**config.mk**
```make
export PLATFORM = sky130hd
export DESIGN_NAME = cdb_arbiter_flat
export DESIGN_NICKNAME = d
export VERILOG_FILES = /design/src/rtl/cdb_arbiter_if.sv /design/src/rtl/cdb_arbiter.sv /design/src/flat_wrapper.sv
export SDC_FILE = /design/constraint.sdc
export NUM_CORES = 1
export LEC_CHECK = 0
export CAP_MARGIN = 20
export CORE_MARGIN = 2
export CORE_UTILIZATION = 45
export DETAILED_ROUTE_END_ITERATION = 16
export GPL_TIMING_DRIVEN = 0
export PLACE_DENSITY = 0.89
export SYNTH_ARGS = -nofsm -noshare
export SYNTH_HDL_FRONTEND = slang
export SYNTH_SLANG_ARGS = --single-unit
```
**constraint.sdc**
```tcl
create_clock -name clk1 -period 9.8 [get_ports clk1]
set_input_delay 0.98 -clock clk1 [delete_from_list [all_inputs] [get_ports clk1]]
set_output_delay 0.98 -clock clk1 [all_outputs]
set_load 0.03 [all_outputs]
```
**src/rtl/cdb_arbiter_if.sv**
```systemverilog
// rtl/cdb_arbiter_if.sv - requester/broadcast bundle between functional units and the CDB arbiter
interface cdb_arbiter_if #(
    parameter int N_REQ  = 7,
    parameter int TAG_W  = 3,
    parameter int DATA_W = 32
);
    logic [N_REQ-1:0]        req;
    logic [N_REQ*TAG_W-1:0]  req_tag;
    logic [N_REQ*DATA_W-1:0] req_data;
    logic [N_REQ-1:0]        gnt;
    logic                    cdb_valid;
    logic [TAG_W-1:0]        cdb_tag;
    logic [DATA_W-1:0]       cdb_data;
    logic [15:0]             bcast_cnt;

    modport master (
        output req, req_tag, req_data,
        input  gnt, cdb_valid, cdb_tag, cdb_data, bcast_cnt
    );

    modport slave (
        input  req, req_tag, req_data,
        output gnt, cdb_valid, cdb_tag, cdb_data, bcast_cnt
    );
endinterface

```
**src/rtl/cdb_arbiter.sv**
```systemverilog
// rtl/cdb_arbiter.sv - round-robin common-data-bus arbiter with registered broadcast
// Optional: CDB_LOAD_PRIO_EN gives the load unit (index N_REQ-1) absolute priority.
module cdb_arbiter #(
    parameter int N_REQ  = 7,
    parameter int TAG_W  = 3,
    parameter int DATA_W = 32
) (
    input  logic         clk1,
    input  logic         rst_n,
    input  logic         flush,
    cdb_arbiter_if.slave bus
);
    localparam int PTR_W = $clog2(N_REQ);
    localparam logic [PTR_W:0]   N_EXT    = (PTR_W+1)'(N_REQ);
    localparam logic [PTR_W-1:0] LAST_IDX = PTR_W'(N_REQ - 1);

    logic [PTR_W-1:0]  rr_ptr;
    logic [N_REQ-1:0]  gnt_c;
    logic [PTR_W-1:0]  win_idx;
    logic              any_gnt;
    logic              load_prio_win;
    logic [TAG_W-1:0]  win_tag;
    logic [DATA_W-1:0] win_data;
    logic [PTR_W:0]    scan_sum;
    logic [PTR_W-1:0]  scan_idx;

    logic              cdb_valid_q;
    logic [TAG_W-1:0]  cdb_tag_q;
    logic [DATA_W-1:0] cdb_data_q;
    logic [15:0]       bcast_cnt_q;

    // Scan upward from rr_ptr with wrap; the first requester found wins.
    always_comb begin
        gnt_c         = '0;
        win_idx       = '0;
        any_gnt       = 1'b0;
        load_prio_win = 1'b0;
        scan_sum      = '0;
        scan_idx      = '0;
        if (rst_n && !flush) begin
`ifdef CDB_LOAD_PRIO_EN
            if (bus.req[N_REQ-1]) begin
                gnt_c[N_REQ-1] = 1'b1;
                win_idx        = LAST_IDX;
                any_gnt        = 1'b1;
                load_prio_win  = 1'b1;
            end
`endif
            for (int k = 0; k < N_REQ; k++) begin
                scan_sum = {1'b0, rr_ptr} + (PTR_W+1)'(k);
                if (scan_sum >= N_EXT) begin
                    scan_sum = scan_sum - N_EXT;
                end
                scan_idx = scan_sum[PTR_W-1:0];
                if (!any_gnt && bus.req[scan_idx]) begin
                    gnt_c[scan_idx] = 1'b1;
                    win_idx         = scan_idx;
                    any_gnt         = 1'b1;
                end
            end
        end
    end

    // Grant is one-hot, so OR-ing the masked slices selects the winner.
    always_comb begin
        win_tag  = '0;
        win_data = '0;
        for (int i = 0; i < N_REQ; i++) begin
            if (gnt_c[i]) begin
                win_tag  = win_tag  | bus.req_tag[i*TAG_W +: TAG_W];
                win_data = win_data | bus.req_data[i*DATA_W +: DATA_W];
            end
        end
    end

    always_ff @(posedge clk1 or negedge rst_n) begin
        if (!rst_n) begin
            cdb_valid_q <= 1'b0;
            cdb_tag_q   <= '0;
            cdb_data_q  <= '0;
            bcast_cnt_q <= '0;
            rr_ptr      <= '0;
        end else if (flush) begin
            cdb_valid_q <= 1'b0;
            rr_ptr      <= '0;
        end else if (any_gnt) begin
            cdb_valid_q <= 1'b1;
            cdb_tag_q   <= win_tag;
            cdb_data_q  <= win_data;
            bcast_cnt_q <= bcast_cnt_q + 16'd1;
            // A priority load grant leaves the rotation where it was.
            if (!load_prio_win) begin
                rr_ptr <= (win_idx == LAST_IDX) ? '0 : win_idx + PTR_W'(1);
            end
        end else begin
            cdb_valid_q <= 1'b0;
        end
    end

    assign bus.gnt       = gnt_c;
    assign bus.cdb_valid = cdb_valid_q;
    assign bus.cdb_tag   = cdb_tag_q;
    assign bus.cdb_data  = cdb_data_q;
    assign bus.bcast_cnt = bcast_cnt_q;
endmodule

```
**src/flat_wrapper.sv**
```systemverilog
// flat-port wrapper written by rule: the top's interface ports become plain ports
module cdb_arbiter_flat 
#(
    parameter int N_REQ  = 7,
    parameter int TAG_W  = 3,
    parameter int DATA_W = 32
)
  (clk1, rst_n, flush, bus_req, bus_req_tag, bus_req_data, bus_gnt, bus_cdb_valid, bus_cdb_tag, bus_cdb_data, bus_bcast_cnt);
  cdb_arbiter_if #(.N_REQ(N_REQ), .TAG_W(TAG_W), .DATA_W(DATA_W)) bus_i ();
  input  logic clk1;
  input  logic rst_n;
  input  logic flush;
  input wire logic [$bits(bus_i.req)-1:0] bus_req;
  input wire logic [$bits(bus_i.req_tag)-1:0] bus_req_tag;
  input wire logic [$bits(bus_i.req_data)-1:0] bus_req_data;
  output wire logic [$bits(bus_i.gnt)-1:0] bus_gnt;
  output wire logic [$bits(bus_i.cdb_valid)-1:0] bus_cdb_valid;
  output wire logic [$bits(bus_i.cdb_tag)-1:0] bus_cdb_tag;
  output wire logic [$bits(bus_i.cdb_data)-1:0] bus_cdb_data;
  output wire logic [$bits(bus_i.bcast_cnt)-1:0] bus_bcast_cnt;
  assign bus_i.req = bus_req;
  assign bus_i.req_tag = bus_req_tag;
  assign bus_i.req_data = bus_req_data;
  assign bus_gnt = bus_i.gnt;
  assign bus_cdb_valid = bus_i.cdb_valid;
  assign bus_cdb_tag = bus_i.cdb_tag;
  assign bus_cdb_data = bus_i.cdb_data;
  assign bus_bcast_cnt = bus_i.bcast_cnt;
  cdb_arbiter #(.N_REQ(N_REQ), .TAG_W(TAG_W), .DATA_W(DATA_W)) u_core (.clk1(clk1), .rst_n(rst_n), .flush(flush), .bus(bus_i));
endmodule
```
-- Yosys cells after proc, flatten, opt, wreduce, memory -nomap -nowiden
Index checks and enable logic that the tools add are counted.
- order comparisons: 21
- reduce and logical (&&, ||, !) cells: 23
- equality and inequality tests: 1
- add/subtract/negate cells: 15
- bitwise gates (word level): 19
- muxes and demuxes: 97
- operators with widths (kind ; number):
    $mux W32 ; 7
    $or A32 B32 Y32 ; 6
    $mux W7 ; 14
    $mux W3 ; 32
    $or A7 B7 Y7 ; 6
    $mux W1 ; 30
    $lt A3 B4 Y1 const B ; 7
    $ge A4 B3 Y1 const B ; 6
    $bmux W1 S3 ; 7
    $demux W1 S3 ; 7
    $ge A3 B1 Y1 const B ; 7
    $sub A3 B3 Y3 const B ; 7
    $or A3 B3 Y3 ; 6
    $add A16 B1 Y16 const B ; 1
    $logic_and A1 B1 Y1 ; 14
    $add A3 B3 Y4 const B ; 3
    $add A3 B2 Y4 const B ; 2
    $logic_not A1 Y1 ; 7
    $add A3 B1 Y4 const B ; 1
    $add A3 B1 Y3 const B ; 1
    $eq A3 B3 Y1 const B ; 1
    $ge A3 B3 Y1 const B ; 1
    $reduce_and A2 Y1 ; 1
    $reduce_bool A2 Y1 ; 1
    $not A1 Y1 ; 1
- bits of input ports: 255
- register bits: 55
- word-level logic and storage cells: 181
- output and inout port bits: 59

-- Longest topological paths before layout
Gate-level depths: netlist of run 1.
- depth after elaboration: 44
- gate-level depth with buffers: 22
- depth with buffers taken out: 18

-- Least setup slack after synthesis of run 1
OpenSTA, ideal clock, no wires.
- kind: register -> output
- from: register u_core.rr_ptr[1]
- to: output bus_gnt[4]
- path slack: 4.666 ns
- stages on the path, launching flop included: 18
- arrival: 4.154 ns
- required time: 8.820 ns
- path buffers: 4
- cell sequence: dfrtp_1 > clkbuf_1 > inv_1 > ha_1 > inv_1 > fa_1 > and2_1 > or3_1 > a31oi_2 > a2111o_1 > buf_2 > nand3_2 > or2_1 > buf_2 > or4_1 > o2111ai_2 > clkbuf_1 > and2_1
- word-level cells in the longest chain between the ends: 31
- elaborated cells between the ends (all ways): 127
- those cells by class: add/sub (13); order compare (21); mux (68); bitwise (6); reduce/logical (19)
- RTL lines (item ; RTL line ; source):
    start, declared ; cdb_arbiter.sv:17 ; logic [PTR_W-1:0] rr_ptr;
    start signal, assigned ; cdb_arbiter.sv:93 ; rr_ptr <= (win_idx == LAST_IDX) ? '0 : win_idx + PTR_W'(1);
    branches (longest 29 deep; another with $add A3 B1 Y4) ; n/a ;
    $mux W7 * ; cdb_arbiter.sv:55 ; if (!any_gnt && bus.req[scan_idx]) begin
    $mux W7 * ; cdb_arbiter.sv:40 ; if (rst_n && !flush) begin
    end, declared ; flat_wrapper.sv:16 ; output wire logic [$bits(bus_i.gnt)-1:0] bus_gnt;
Mark *: on every way between the ends. The select of a mux whose other input is x is not followed.

-- Final worst setup path of run 1
Ends and elaborated chain as after synthesis.

==> flow_summary.yaml, run 1 <==
sta:
  worstMarginPinSlew_ps: 804
  setup_viol: 0
  whs_ps: 487
  finalCritPeriodShare_pct: 73.8
  finalHoldViolCount: 0
  period_minus_slack_ps: 7230
  tns_ps: 0
  slew_headroom_pct: 44.9
  clock-skew-final_ps: 10.2
  fmax_mhz: 138
  rsz0062_at_grt: "no"
  maxSlewViolCount: 0
floorplanning:
  die_area_um2: 14800
  die_y_um: 122
  ios: 314
  core_area_um2: 13300
  die_x_um: 122
  rows: 42
  start_util_pct: 46.6
synth:
  synthDistinctLibCells: 94
  synth_compound_area_share_pct: 37.8
  synthArstFlopShare_pct: 100
  synthMuxAreaShare_pct: 4.21
  synth.avg_cell_area_um2: 8.31
  yosysSeqAreaShare_pct: 22.1
  yosys.area_share.adder_pct: 3.34
  synth-xor-area-share_pct: 2.94
  synth-simple-area-share_pct: 22.4
  synth_top_family_by_area: "compound AO/OA/AOI/OAI gates"
  netlist_instances: 748
  synthesis.nets: 1019
  netlist_area_um2: 6220
  synth_edf_count: 0
  yosys_warnings: 0
  ys_ff_latch: 55
  ys.flop_type: "dfrtp_1"
worst_setup_path:
  crit_type: "reg -> out"
  r2r_end: "u_core.bus.cdb_data[30]$_DFFE_PN0P_"
  worst_setup_path_start_kind: "flip-flop"
  path_cells: "clkbuf_1 -> inv_1 -> ha_1 -> inv_1 -> fa_1 -> nand2b_1 -> nand2_1 -> a21oi_1 -> a2111o_1 -> buf_2 -> nand3_2 -> or2_1 -> buf_2 -> or4_1 -> o2111ai_2 -> clkbuf_1 -> and2_1 -> clkdlybuf4s50_1"
  cpPeakStageDelay_ps: 670
  r2r_cells: 17
  required_ps: 8820
  cpMaxStageDelayCell: "clkdlybuf4s50_1"
  critPathArrivalTime_ps: 6250
  r2r_slack_ps: 4040
  r2r-start: "u_core.rr_ptr[1]$_DFFE_PN0P_"
  crit_path_end_kind: "output pin"
  cp-startpoint: "u_core.rr_ptr[1]$_DFFE_PN0P_"
  worst-path-max-fanout: 10
place:
  port-buffer-count: 309
  place_congestion: 1.06
  place_hpwl_mm: 26.9
pwr:
  powerDensity_nw_per_um2: 291
  ir_worst_vdd_v: 0.000167
  leakagePower_uw: 0.00361
clock_tree:
  cts_sinks: 55
  cts_resized: 0
  cts_setup_buffers: 0
  cts_htree_levels: 2
  root_buffer: "clkbuf_16"
  clock_latency_ps: 300
  cts_buffer_depth: 2
  numCtsBuffers: 5
  cts_hold_buf: 0
  cts_tree: "built"
  cts.clk_slew.worst_paths_ps: 80
global_route:
  grt_overflow: 0
  grt_max_degree: 39
  grt_pass1_wl_mm: 47.9
  grt_pass1_vias: 7935
  antenna_found_initial: 6
  grt_usage_pct: 43.6
job:
  maxCapViolCount: 0
layout:
  drive_above_1_share_pct: 11.0
  areaGrowthSynthToFinish_pct: 56.0
  nets: 1336
outcome:
  status: "complete, no violations"
worst_hold_path:
  whs_endpoint: "u_core.bus.bcast_cnt[15]$_DFFE_PN0P_"
  hold_depth: 1
  hp-class: "reg -> reg"
  holdCritStartpoint: "u_core.bus.bcast_cnt[15]$_DFFE_PN0P_"
detailed_routing:
  vias_per_cell: 6.70
  drt-wirelength-per-cell_um: 26.9
  ant_nets: 0
  totalWireLength_mm: 33.5
  vias: 8352
  dr.pass1.iters: 5
  drt_iter0_drc: 1037
  drc_errors: 0
logic make-up (layout without fill, tap and decap cells):
kind of cell	Yosys count	count (layout)
flip-flops	55	55
XOR/XNOR	20	20
buffers and inverters	84	402
AND/OR/NAND/NOR	268	268
multiplexers	23	23
adder cells (fa/ha/maj)	16	16
other	0	5
AO/OA/AOI/OAI	282	282
placed cells by master, fill, tap and decap left out, types with 10 or more instances in the layout:
cell type        netlist  layout
nand4_1               15      15
inv_1                 12      12
mux2i_1               18      18
a21oi_1               51      51
ha_1                  15      15
nand2_1               68      68
dfrtp_1               55      55
buf_2                 24      25
a22oi_1               35      35
nor3_1                19      19
nand2b_1              10      10
nand3_1               21      21
clkbuf_1              27      27
nor2_1                67      67
a221oi_1              43      43
nor2b_1               12      12
a31oi_1               38      38
clkdlybuf4s50_1        0     308
a221oi_2              29      29
a211oi_1              12      12
xnor2_1               12      12
sequential cells by signal, summed over array words and instances, names as in the netlist:
register,cells
u_core.bus.cdb_data,32
u_core.bus.cdb_tag,3
u_core.bus.cdb_valid,1
u_core.rr_ptr,3
u_core.bus.bcast_cnt,16
layer usage:
metal  global-route usage, %  vias up  wire, um
li1                        -     3591         -
met1                    55.6     3899     12000
met2                    67.0      740     14500
met3                    16.4      116      5550
met4                    16.7        6      1380
met5                       0        -        38
power breakdown:
group / total [uW] / internal (uW) / switching (uW)
clock: 193 / 95.5 / 97.0
sequential: 394 / 317 / 77.5
combinational: 2240 / 819 / 1420
total: 2830 / 1230 / 1600
final cells by class:
type,instances,area [um^2]
timing repair buffer,310,3110
clock inverter,3,18.8
fill,1084,3640
antenna,5,12.5
buffer,68,387
multi-input combinational,609,4400
inverter,16,60.1
tap,176,220
clock buffer,5,125
sequential,55,1380
per-stage QoR:
step / total power (uW) / setup slack (ps) / instance area [um^2] / cells / utilization, %
finish: 2830 / 2570 / 9700 / 1247 / 72.7
global route: 2950 / 2340 / 9690 / 1243 / 72.6
detailed placement: 2550 / 3050 / 9550 / 1234 / 71.5
floorplan: 1790 / 4670 / 6220 / 748 / -
CTS: 2740 / 2680 / 9690 / 1242 / 72.6
global placement: 2530 / 3080 / 9530 / 1233 / 71.4
how the worst max path moves through the flow:
stage | endpoint | cells past startpoint
2_1_floorplan | bus_gnt[4] | 17
3_3_place_gp | bus_gnt[4] | 18
3_5_place_dp | bus_gnt[4] | 18
4_1_cts | bus_gnt[4] | 18
5_1_grt | bus_gnt[5] | 19
6_report | bus_gnt[4] | 18
cells in the mapped netlist, drive strengths merged (5+ instances only):
master | instances | area share, %
inv | 16 | 0.97
nor2 | 67 | 4.0
buf | 41 | 4.6
nor2b | 12 | 1.2
clkbuf | 27 | 1.6
mux2i | 19 | 3.1
or3 | 6 | 0.60
a211oi | 12 | 1.4
nand4 | 16 | 1.9
nand2 | 68 | 4.1
and2 | 5 | 0.50
nor4 | 11 | 1.4
nand2b | 10 | 1.0
a31oi | 41 | 4.7
nand3 | 22 | 1.9
xor2 | 7 | 0.99
nor3 | 22 | 2.0
xnor2 | 13 | 2.0
a221oi | 72 | 13
and3 | 7 | 0.70
o21ai | 10 | 0.87
a21oi | 55 | 4.7
a22oi | 35 | 4.2
dfrtp | 55 | 22
ha | 15 | 3.0
worst max-delay path, delay by kind of cell (launching register included):
family / cells / cell delay (ps)
AOI/OAI and AO/OA: 3 / 800
and+or+nand+nor: 6 / 1320
buffers and inverters: 7 / 2480
adders and majority gates: 2 / 780
DFF: 1 / 560
No activity file was read; power rests on OpenSTA's default activity.
==> run 2, diff against run 1 <==
CORE_UTILIZATION = 38   (was 45)
PLACE_DENSITY = 0.8   (was 0.89)
clock period = 6 ns   (was 9.8 ns; I/O delays follow)
==> flow_summary.yaml, run 2 (synthesized netlist as in run 1, its figures left out) <==
global_route:
  grt_usage_pct: 33.1
  grt_pass1_vias: 7466
  grt_max_degree: 37
  grt_overflow: 0
  grt_pass1_wl_mm: 44.8
  antenna_found_initial: 4
layout:
  mostFrequentLayoutCell: "clkdlybuf4s50_1"
  drive_above_1_share_pct: 12.2
  largest_reg_flops: 32
  nets: 1342
  multiInputGateArea_um2: 4430
  nFillCells: 1455
  utilization_pct: 61.9
  areaGrowthSynthToFinish_pct: 58.7
  layout_common_cells: "302 x clkdlybuf4s50_1, 68 x nand2_1, 67 x nor2_1"
  regArea_um2: 1380
floorplanning:
  core_area_um2: 15900
  start_util_pct: 39.0
  die_area_um2: 17400
  rows: 46
  ios: 314
  die_y_um: 132
  die_x_um: 132
sta:
  whs_ps: 279
  rsz0062_at_grt: "no"
  setup_viol: 0
  maxSlewViolCount: 0
  finalCritPeriodShare_pct: 96.7
  fmax_mhz: 172
  finalHoldViolCount: 0
  worstMarginPinSlew_ps: 775
  tns_ps: 0
  period_minus_slack_ps: 5800
  clock-skew-final_ps: 10.4
  slew_headroom_pct: 46.9
pwr:
  p_seq_share_pct: 13.5
  power_uw: 4660
  ir_worst_vdd_v: 0.000210
  power.switching_uw: 2530
  p_sw_share_pct: 54.3
  internal_power_uw: 2130
  power_frac_comb_pct: 78.7
  clkPwrFrac_pct: 7.7
  powerDensity_nw_per_um2: 472
  leakagePower_uw: 0.00374
clock_tree:
  cts_tree: "built"
  root_buffer: "clkbuf_16"
  numCtsBuffers: 5
  cts.clk_slew.worst_paths_ps: 80
  cts_sinks: 55
  cts_htree_levels: 2
  cts_buffer_depth: 2
  clock_latency_ps: 310
worst_setup_path:
  critPathArrivalTime_ps: 5200
  worst_setup_path_start_kind: "flip-flop"
  crit_type: "reg -> out"
  crit_path_end_kind: "output pin"
  worst-path-max-fanout: 10
  required_ps: 5400
place:
  place_congestion: 0.965
  place_hpwl_mm: 23.8
  port-buffer-count: 309
detailed_routing:
  dr.pass1.iters: 6
  drt_iter0_drc: 787
  drc_errors: 0
  totalWireLength_mm: 30.1
  vias_per_cell: 6.17
  drt-wirelength-per-cell_um: 23.3
  vias: 7971
  ant_nets: 0
worst_hold_path:
  hp-class: "in -> async"
job:
  maxCapViolCount: 0
outcome:
  status: "complete, no violations"
[run 2: cell count changes in the layout (fill, tap and decap cells not counted), sizes merged, moves of 2 or more]
cell	change
diode	-2
clkdlybuf4s50	-6
dlygate4sd2	+2
buf	+7
dlymetal6s2s	+3
[run 2: metal layers]
| metal | part of all wire [%] | GRT usage (%) |
|---|---|---|
| met1 | 41 | 42.9 |
| met2 | 46 | 54.1 |
| met3 | 10 | 7.88 |
| met4 | 3.5 | 11.3 |
| met5 | 0 | 0 |
[run 2: power by group through the flow]
stage	Sequential (uW)	Clock, uW	Combinational [uW]
floorplan	895	0	2030
global placement	627	0	3460
detailed placement	632	0	3460
CTS	625	363	3560
global route	646	376	3870
finish	629	361	3670
[run 2: worst paths after layout]
kind,slack [ps],to,cells after the start,start
max in group asynchronous,5100,u_core.bus.bcast_cnt[5]$_DFFE_PN0P_,2,rst_n
hold reg to reg,490,u_core.bus.bcast_cnt[15]$_DFFE_PN0P_,1,u_core.bus.bcast_cnt[15]$_DFFE_PN0P_
setup reg to reg,820,u_core.rr_ptr[2]$_DFFE_PN0P_,17,u_core.rr_ptr[1]$_DFFE_PN0P_
setup / recovery,200,bus_gnt[3],13,u_core.rr_ptr[1]$_DFFE_PN0P_
hold / removal,280,u_core.bus.cdb_data[5]$_DFFE_PN0P_,1,rst_n
min in group clk1,490,u_core.bus.bcast_cnt[15]$_DFFE_PN0P_,1,u_core.bus.bcast_cnt[15]$_DFFE_PN0P_
[run 2: cell type report]
cell class / count / share of cell area (%)
Timing Repair Buffer: 317 / 32.0
Buffer: 67 / 3.97
Clock buffer: 6 / 1.41
Sequential cell: 55 / 13.9
Multi-Input combinational cell: 609 / 44.9
Clock inverter: 2 / 0.355
Inverter: 16 / 0.609
Antenna cell: 3 / 0.0761
Tap cell: 216 / 2.74
[run 2: what timing repair did]
action                     4_1_cts  5_1_grt
setup buffers                    7        0
cloned                           0        0
setup endpoints to repair        7        7
hold buffers                     0        0
gates resized for setup          9       11
pin swaps                        3        0
[run 2: metrics by stage]
stage          setup WS, ps  area [um^2]  std cells
6_report                199         9870       1291
5_1_grt                4.62         9860       1289
4_1_cts                5.58         9840       1288
3_5_place_dp           -237         9600       1274
3_3_place_gp           -184         9580       1273
2_1_floorplan          1250         6220        748
[run 2: critical path, cell delays in order, from the launching register on]
cell           delay (ps)
dfrtp_1               550
clkbuf_2              340
inv_2                 130
ha_1                  380
buf_2                 280
inv_2                 130
or4b_2                720
o31ai_1               190
nor2_1                280
o41ai_1               560
nor3_1                200
a21oi_4               350
buf_4                 300
dlygate4sd2_1         470
